===== src/rtl/hicore_test_monitor.sv =====
// hicore_test_monitor
// Watches the retirement stream of a core under test and decides when a
// test program has finished. A test ends in one of two ways: the core
// commits the tohost loop PC HIT_TARGET times (DONE), or the RUN-state
// cycle budget runs out first (TMO). Once the test ends, every reported
// value is frozen until the next reset. All outputs come straight from
// flops.
module hicore_test_monitor #(
  parameter logic [31:0] TOHOST_PC      = 32'h00000098,
  parameter int unsigned HIT_TARGET     = 8,
  parameter logic [31:0] TIMEOUT_CYCLES = 32'd10000000
) (
  input  logic        clk,
  input  logic        rst,
  input  logic        run_en,
  input  logic        commit_vld,
  input  logic [31:0] commit_pc,
  input  logic [31:0] x3_val,
  output logic [31:0] cycle_cnt,
  output logic [31:0] instr_cnt,
  output logic [7:0]  hit_cnt,
  output logic [31:0] end_cycle,
  output logic        done,
  output logic        pass,
  output logic        timeout
);

  typedef enum logic [1:0] {
    ST_IDLE = 2'd0,
    ST_RUN  = 2'd1,
    ST_DONE = 2'd2,
    ST_TMO  = 2'd3
  } state_t;

  // Hit count at which the next hit is the final one.
  localparam logic [7:0]  HIT_LAST = 8'(HIT_TARGET - 1);
  // Cycle count at which the current RUN cycle is the last one in budget.
  localparam logic [31:0] TMO_LAST = TIMEOUT_CYCLES - 32'd1;
  localparam logic [31:0] CNT_MAX  = 32'hFFFF_FFFF;

  // Increment that sticks at all-ones instead of wrapping to zero, so a
  // very long run never reports a misleadingly small count.
  function automatic logic [31:0] sat_inc32(input logic [31:0] v);
    logic [31:0] r;
    if (v == CNT_MAX) begin
      r = v;
    end else begin
      r = v + 32'd1;
    end
    return r;
  endfunction

  state_t      state_q, state_d;
  logic [31:0] cycle_cnt_q, cycle_cnt_d;
  logic [31:0] instr_cnt_q, instr_cnt_d;
  logic [7:0]  hit_cnt_q, hit_cnt_d;
  logic [31:0] end_cycle_q, end_cycle_d;
  logic        done_q, done_d;
  logic        pass_q, pass_d;
  logic        timeout_q, timeout_d;

  logic        active_s;
  logic        hit_s;
  logic        final_hit_s;
  logic        budget_out_s;

  // Qualify this cycle's retirement: counting, tohost hits and end conditions.
  always_comb begin
    active_s     = (state_q == ST_RUN) && run_en;
    hit_s        = active_s && commit_vld && (commit_pc == TOHOST_PC);
    final_hit_s  = hit_s && (hit_cnt_q == HIT_LAST);
    // The final hit wins over an expiring budget in the same cycle.
    budget_out_s = active_s && (cycle_cnt_q == TMO_LAST) && !final_hit_s;
  end

  // Next-state and next-output computation; terminal states hold everything.
  always_comb begin
    state_d     = state_q;
    cycle_cnt_d = cycle_cnt_q;
    instr_cnt_d = instr_cnt_q;
    hit_cnt_d   = hit_cnt_q;
    end_cycle_d = end_cycle_q;
    done_d      = done_q;
    pass_d      = pass_q;
    timeout_d   = timeout_q;

    case (state_q)
      ST_IDLE: begin
        // Retirements seen while idle belong to no test and are dropped.
        if (run_en) begin
          state_d = ST_RUN;
        end else begin
          state_d = ST_IDLE;
        end
      end

      ST_RUN: begin
        if (active_s) begin
          cycle_cnt_d = sat_inc32(cycle_cnt_q);

          if (commit_vld) begin
            instr_cnt_d = sat_inc32(instr_cnt_q);
          end else begin
            instr_cnt_d = instr_cnt_q;
          end

          if (hit_s) begin
            // HIT_TARGET is at most 255 and the test ends at the target,
            // so this count can never wrap.
            hit_cnt_d = hit_cnt_q + 8'd1;
            if (hit_cnt_q == 8'd0) begin
              end_cycle_d = cycle_cnt_q;
            end else begin
              end_cycle_d = end_cycle_q;
            end
          end else begin
            hit_cnt_d   = hit_cnt_q;
            end_cycle_d = end_cycle_q;
          end

          if (final_hit_s) begin
            state_d   = ST_DONE;
            done_d    = 1'b1;
            pass_d    = (x3_val == 32'd1);
            timeout_d = 1'b0;
          end else if (budget_out_s) begin
            state_d   = ST_TMO;
            done_d    = 1'b0;
            pass_d    = 1'b0;
            timeout_d = 1'b1;
          end else begin
            state_d   = ST_RUN;
          end
        end else begin
          // Paused: stay in RUN with every counter held.
          state_d = ST_RUN;
        end
      end

      ST_DONE: begin
        state_d = ST_DONE;
      end

      ST_TMO: begin
        state_d = ST_TMO;
      end

      default: begin
        // Unreachable encoding: fall back to a clean idle with no verdict.
        state_d     = ST_IDLE;
        cycle_cnt_d = 32'd0;
        instr_cnt_d = 32'd0;
        hit_cnt_d   = 8'd0;
        end_cycle_d = 32'd0;
        done_d      = 1'b0;
        pass_d      = 1'b0;
        timeout_d   = 1'b0;
      end
    endcase
  end

  // State and output registers; reset takes priority over every event.
  always_ff @(posedge clk) begin
    if (rst) begin
      state_q     <= ST_IDLE;
      cycle_cnt_q <= 32'd0;
      instr_cnt_q <= 32'd0;
      hit_cnt_q   <= 8'd0;
      end_cycle_q <= 32'd0;
      done_q      <= 1'b0;
      pass_q      <= 1'b0;
      timeout_q   <= 1'b0;
    end else begin
      state_q     <= state_d;
      cycle_cnt_q <= cycle_cnt_d;
      instr_cnt_q <= instr_cnt_d;
      hit_cnt_q   <= hit_cnt_d;
      end_cycle_q <= end_cycle_d;
      done_q      <= done_d;
      pass_q      <= pass_d;
      timeout_q   <= timeout_d;
    end
  end

  assign cycle_cnt = cycle_cnt_q;
  assign instr_cnt = instr_cnt_q;
  assign hit_cnt   = hit_cnt_q;
  assign end_cycle = end_cycle_q;
  assign done      = done_q;
  assign pass      = pass_q;
  assign timeout   = timeout_q;

endmodule


===== config.mk =====
export PLATFORM = sky130hd
export DESIGN_NAME = hicore_test_monitor
export DESIGN_NICKNAME = d
export VERILOG_FILES = /design/src/rtl/hicore_test_monitor.sv
export SDC_FILE = /design/constraint.sdc
export NUM_CORES = 1
export LEC_CHECK = 0
export BUFFER_PORTS_ARGS = -buffer_cell sky130_fd_sc_hd__buf_2
export CORE_ASPECT_RATIO = 0.7
export CORE_MARGIN = 2
export CORE_UTILIZATION = 51
export DETAILED_ROUTE_END_ITERATION = 10
export GPL_ROUTABILITY_DRIVEN = 0
export PLACE_DENSITY_LB_ADDON = 0.1
export SYNTH_ARGS = -nofsm -noshare
export SYNTH_HDL_FRONTEND = slang
export SYNTH_SLANG_ARGS = --single-unit

===== constraint.sdc =====
create_clock -name clk -period 5 [get_ports clk]
set_clock_uncertainty 0.2 [all_clocks]
set_input_delay 0.5 -clock clk [delete_from_list [all_inputs] [get_ports clk]]
set_output_delay 0.5 -clock clk [all_outputs]
set_load 0.01 [all_outputs]

**After elaboration in Yosys (flattened, before gate mapping)**

Index checks and enable logic that the tools add are counted.
Widths: inputs -> output; s select.

- Reductions and logical operators: 15
- Equal/unequal tests: 9
- Muxes and demuxes: 10
- Bitwise operators: 2
- Add/subtract/negate cells: 3

Operator list:

| kind | count |
|---|---|
| $add 32x1->32 const B | 2 |
| $eq 32x32->1 const B | 2 |
| $eq 32x1->1 const B | 1 |
| $eq 32x24->1 const B | 1 |
| $eq 32x8->1 const B | 1 |
| $reduce_and 3->1 | 3 |
| $add 8x1->8 const B | 1 |
| $eq 8x3->1 const B | 1 |
| $logic_not 8->1 | 1 |
| $pmux 2 s4 | 1 |
| $reduce_and 4->1 | 2 |
| $logic_and 1x1->1 | 6 |
| $mux 1 | 6 |
| $mux 2 | 3 |
| $eq 2x2->1 const B | 2 |
| $eq 2x1->1 const B | 1 |
| $logic_not 2->1 | 1 |
| $not 1->1 | 2 |
| $reduce_bool 2->1 | 1 |
| $logic_not 1->1 | 1 |

- Output and inout port bits: 107
- Logic and storage cells: 47
- Register bits after elaboration: 109
- Input port bits: 68

**Longest topological paths before layout**

Gate-level depths: netlist of run 1.

- Depth after elaboration: 11
- Mapped depth: 8
- Depth with buffers taken out: 7

**Worst setup path before layout of run 1**

No wires, ideal clock.

- Kind: input to register
- Start point: input port commit_pc[26]
- End point: register end_cycle_q[22], in the netlist end_cycle[22]
- Arrival time: 2068 ps
- Path buffers: 1
- Data required time: 4672 ps
- Stages: 6
- Setup time: 128 ps
- Setup slack: 2604 ps
- Cells stage by stage: nor4_1 nand4_1 nor4_2 buf_4 mux2i_1 nor2_1

- Cells in the longest elaborated chain, start to end: 3

RTL lines:

| what | RTL line | source |
|---|---|---|
| from (decl) | 17 | `input logic [31:0] commit_pc,` |
| $eq 32x8->1 | 70 | `hit_s = active_s && commit_vld && (commit_pc == TOHOST_PC);` |
| $logic_and 1x1->1 | 70 |  |
| $reduce_and 4->1 (no source line) | n/a |  |
| to (signal assigned) | 178 | `end_cycle_q <= end_cycle_d;` |
| to (decl) | 57 | `logic [31:0] end_cycle_q, end_cycle_d;` |

Every way passes these cells.
A chain may end at the register's enable or synchronous reset.

**Final worst setup path of run 1**

- Start point: register cycle_cnt_q[11], in the netlist cycle_cnt[11]
- End point: register cycle_cnt_q[18], in the netlist cycle_cnt[18]

- Cells in the longest elaborated chain, start to end: 3
- Elaborated cells on any way between the ends: 4
- Those cells by class: add/sub: 1; eq/ne: 1; bitwise: 1; reduce/logical: 1

RTL lines:

| what | RTL line | source |
|---|---|---|
| from (decl) | 54 | `logic [31:0] cycle_cnt_q, cycle_cnt_d;` |
| from (signal assigned) | 175 | `cycle_cnt_q <= cycle_cnt_d;` |
| branches (longest 3 deep; another with $add 32x1->32) | n/a |  |

Parallel ways; which one is timed is not known.

==> qor.csv, run 1 <==
metric,value,unit
Initial Util,51.83,%
Pwr per Cell Area,255.7,nW/µm²
row cnt,31,
Seq cells post-synth,109,
Max Cap Violations,0,
CTS tree,built,
Layout fillers,878,
Final Core Density,64.14,%
Hold Path Class,register to register,
port bufs,174,
highest-count cells in the layout ignoring fill and taps,"buf_2 (173), dfxtp_1 (109), nor2_1 (90)",
WP data required,5070,ps
setup TNS,0,ps
clock root buffer,clkbuf_16,
die span in x,125.7,µm
cell area after layout,6543,µm²
synthesis warning total,0,
HPWL after DPL,10.31,mm
clock buffer depth,2,
CP Data Arrival Time,3060,ps
final period utilization,59.64,%
synthesized area,5288,µm²
"Distinct cells, synth",51,
syn_nets,685,
Post-CTS Setup Inserts,0,
"most common cell after layout, fill and taps aside",buf_2,
total track usage,24.89,%
layout cell share with drive strength beyond 1,27.38,%
die height,89.19,µm
Startpoint Class,register,
final WL,14.24,mm
mean post-synth cell area,8.626,µm²
worst-margin pin slew,1154,ps
sequential fraction of the synthesis area,41.27,%
Diodes inserted,0,
Leak Pwr,0.002574,µW
Post-CTS Hold Buffers,0,
largest net degree at the start of global routing,84,
Critical Path Fanout Max,11,
grt total ovfl,0,
Vias/cell,5.797,
critical path class,register to register,
DRT iter0 DRCs,460,
Final setup violation count,0,
Reg-to-Reg Start,cycle_cnt[11],
maximum vdd drop,0.0001584,V
clk_lat worst skew,350,ps
worst setup margin,2018,ps
max frequency,335.4,MHz
DIE AREA,11210,µm²
Tot Pwr,1673,µW
P&R area growth vs syn,23.73,%
share of the synthesized area in the top cell type,41.27,%
DRC,0,
endpoints failing hold,0,
core area,10200,µm²
r2r setup slk,2020,ps
first-pass GRT wire length,22.74,mm
initial antenna violation count,0,
Via Count,5275,
TritonRoute pass-1 iters,5,
Placed Area,6231,µm²
relative slew slack,22.42,%
pre-CTS setup slack,2035,ps
vias in the first global route,4698,
Period minus WS final,2982,ps
capture point of the critical path,cycle_cnt[18],
outcome,"finished, final reports clean",
CTS resizes,0,
final net count,845,
crit path capture type,register,
post-route ant nets,0,
Setup crit start,cycle_cnt[11],
RSZ-0062 raised after global routing,false,
TritonCTS Buffers,9,
Avg WL per Cell,15.64,µm
"Clk pin slew, worst setup/hold paths",70,ps
R2R cell count,5,
leading area contributor after synthesis,dfxtp_1,
Final Slew Violations,0,
synth top area cells,"dfxtp_1 (41%), mux2i_1 (6.6%), nor2_1 (6.4%)",
RR Endpoint,cycle_cnt[18],
CTS sink cnt,109,
Syn Inst Count,613,
I/O pin total,175,
# H-tree levels,3,
## cell type report
class / count / area, µm² / share of cell area [%]
Inverter: 15 / 56.30 / 0.8606
Tap cell: 132 / 165.2 / 2.524
Timing Repair Buffer: 176 / 888.4 / 13.58
Sequential cell: 109 / 2182 / 33.35
Clock inverter: 5 / 58.81 / 0.8988
Multi-Input combinational cell: 462 / 2939 / 44.92
Clock buffer: 11 / 252.7 / 3.863
## routing by layer
metal	GRT usage (%)	up-vias	wire (µm)
met5	0	-	0
met4	7.071	0	208
met3	6.224	21	924
met2	39.31	186	6247
met1	34.28	2491	6856
li1	-	2577	-
## power by group
group | internal (µW) | switching [µW] | leakage, µW | total, µW
sequential | 869 | 2.89 | 0.000878 | 872
clock | 416 | 321 | 0.000148 | 737
combinational | 27.9 | 35.5 | 0.00155 | 63.4
## worst max-delay path: stages, from the launching register on
cell and delay, ps:
dfxtp_1 460, nand4_2 220, or4_1 610, o31ai_1 940
o21ai_0 270, a21oi_1 200
## synth_stat cells (all sizes together)
cell type / count
or4b: 1
nor2: 91
a211o: 1
nand4b: 2
o211ai: 7
a21boi: 1
xor2: 18
mux2i: 35
or4: 8
or2: 2
o31ai: 5
nand2b: 6
mux2: 7
a31o: 1
o2111ai: 5
nand3: 25
inv: 15
nor3: 18
nor3b: 1
buf: 7
o21ba: 1
nor2b: 7
and4: 8
nand4: 34
or3: 21
nor4: 39
nor4b: 4
and2: 1
a41o: 1
o21ai: 25
nand3b: 1
a21oi: 27
ha: 4
a211oi: 1
nor4bb: 4
and3b: 1
clkbuf: 20
dfxtp: 109
and3: 7
xnor2: 16
nand2: 25
or3b: 1
## kinds of logic (layout without fill, tap and decap cells)
kind of cell / count (synthesis) / after routing / share of synthesized area (%)
buf+inv: 42 / 207 / 3.431
mux: 42 / 42 / 8.187
xor+xnor: 34 / 34 / 5.632
flops: 109 / 109 / 41.27
fa+ha+maj: 4 / 4 / 0.9466
compound gates: 75 / 75 / 8.708
simple gates: 307 / 307 / 31.83
## metrics by stage
stage | instances | hold slack (ps)
after floorplan | 613 | 295.1
after global placement | 894 | 265.8
after detailed placement | 894 | 278.5
after CTS | 910 | 296.5
after global routing | 910 | 317.6
final | 910 | 291.7
## state kept, by name, summed over array words and instances, names as in the netlist
register	cells
cycle_cnt	32
done	1
end_cycle	32
hit_cnt	8
instr_cnt	32
pass	1
state_q	2
timeout	1
## worst min-delay path by stage
stage	start	endpoint	slack, ps	cells after the start
global placement	end_cycle[12]	end_cycle[12]	270	2
floorplan	done	done	300	2
finish	end_cycle[12]	end_cycle[12]	290	2
global route	end_cycle[30]	end_cycle[30]	320	2
detailed placement	end_cycle[12]	end_cycle[12]	280	2
CTS	end_cycle[12]	end_cycle[12]	300	2
No activity file was read; power rests on OpenSTA's default activity.
==> run 2, diff against run 1 <==
==> constraint.sdc (replaced) <==
create_clock -name clk -period 3.01 [get_ports clk]
set_clock_uncertainty 0.2 [all_clocks]
set_input_delay 0.301 -clock clk [delete_from_list [all_inputs] [get_ports clk]]
set_output_delay 0.301 -clock clk [all_outputs]
set_load 0.01 [all_outputs]
==> run 2 against run 1 <==
  * Critical path depth did not move
  * First-iteration DRC count is 24% lower
  * Cell area increased by 1.4%
  * Sequential share of layout area down 0.47 points
  * Routed wire length decreased by 0.50%
  * Combinational power up 72%
  * Flip-flop and latch count unchanged
  * Setup slack got worse by 1700 ps
  * Fmax up 13%
  * Non-clock buffer count increased by 10
==> qor.csv, run 2 (synthesis results as in run 1) <==
metric,value,unit
Post-CTS Hold Buffers,0,
core area,10200,µm²
# H-tree levels,3,
Diodes inserted,0,
Final Core Density,65.06,%
P&R area growth vs syn,25.51,%
relative slew slack,49.94,%
critical path class,register to register,
maximum vdd drop,0.0002814,V
DRC,0,
layer with the highest usage,met2,
WP data required,3050,ps
Hold Path Origin,run_en,
worst-margin pin slew,748.1,ps
Final setup violation count,0,
TritonRoute pass-1 iters,6,
final period utilization,87.89,%
Leak Pwr,0.002638,µW
Post-CTS Setup Inserts,0,
Tot Pwr,2844,µW
WP buf/inv,0,
"most common cell after layout, fill and taps aside",buf_2,
"Largest delay share family, worst path",simple AND/OR/NAND/NOR gates,
first-pass GRT wire length,22.56,mm
final WL,14.17,mm
I/O pin total,175,
RSZ-0062 raised after global routing,false,
Layout fillers,861,
row cnt,31,
clock buffer depth,2,
Reg-to-Reg Start,cycle_cnt[11],
layout cell share with drive strength beyond 1,28.05,%
port bufs,174,
CTS tree,built,
"Clk pin slew, worst setup/hold paths",70,ps
vias in the first global route,4632,
clock root buffer,clkbuf_16,
Slowest cell on crit path,or4_4,
Startpoint Class,register,
grt total ovfl,0,
Hold Path Class,input port to register,
final net count,855,
Vias/cell,5.770,
die span in x,125.7,µm
outcome,"finished, final reports clean",
max frequency,378.0,MHz
Max Cap Violations,0,
DRT iter0 DRCs,350,
DIE AREA,11210,µm²
clk_lat worst skew,350,ps
GR Util met3,6.523,%
Setup crit start,cycle_cnt[11],
die height,89.19,µm
worst path cell trace,"nand4_2, or4_4, o31ai_4, nor4_1, mux2_2",
Critical Path Fanout Max,15,
Initial Util,51.83,%
post-route ant nets,0,
HPWL after DPL,10.43,mm
endpoints failing hold,0,
crit path capture type,register,
CTS resizes,0,
CTS sink cnt,109,
met1 Usage GRT,34.58,%
CP Data Arrival Time,2690,ps
Global Route met2 Usage,39.16,%
highest-count cells in the layout ignoring fill and taps,"buf_2 (173), dfxtp_1 (109), nor2_1 (90)",
Via Count,5308,
TritonCTS Buffers,9,
setup TNS,0,ps
Pwr per Cell Area,428.6,nW/µm²
Worst path max stage delay,610,ps
Avg WL per Cell,15.40,µm
Final Slew Violations,0,
initial antenna violation count,1,
total track usage,25.06,%
Period minus WS final,2646,ps
largest net degree at the start of global routing,58,
## run 2: worst register-to-register path, cell delays in order, from the launching register on
cell,delay (ps)
dfxtp_1,470
nand4_2,220
or4_4,610
o31ai_4,610
nor4_1,120
mux2_2,310
## run 2: power breakdown
part	internal, µW	total, µW	switching [µW]
logic	49.5	109	60.0
registers	1440	1450	4.64
clock network	754	1290	532
total	2250	2840	597
## run 2: layout make-up
type	count	area [µm²]	area share [%]
Clock buffer	11	242.7	3.658
Clock inverter	5	81.33	1.225
Inverter	15	56.30	0.8484
Multi-Input combinational cell	462	2933	44.19
Sequential cell	109	2182	32.88
Tap cell	132	165.2	2.489
Timing Repair Buffer	186	975.9	14.71
## run 2: per-layer routing
layer	routed length (µm)	part of all wire (%)	vias to the layer above
met1	6673	47	2464
met5	7	0.049	-
li1	-	-	2590
met3	1126	7.9	26
met2	6154	43	226
met4	202	1.4	2
## run 2: per-stage QoR
stage                     instances  hold slack (ps)  instance area, µm²  setup slack [ps]
after floorplan                 613            272.5                5288             631.4
after global placement          904            262.4                6312             479.7
after detailed placement        904            272.4                6312             390.9
after CTS                       920            69.98                6636             375.3
after global routing            920            90.98                6636             186.0
final                           920            77.66                6636             364.4
## run 2: path summary, 6_finish.rpt
kind                         to  slack [ps]  depth (start not counted)
hold / removal       state_q[0]          80                          3
hold reg to reg   end_cycle[15]         280                          2
setup reg to reg   cycle_cnt[9]         360                          5
setup / recovery   cycle_cnt[9]         360                          5
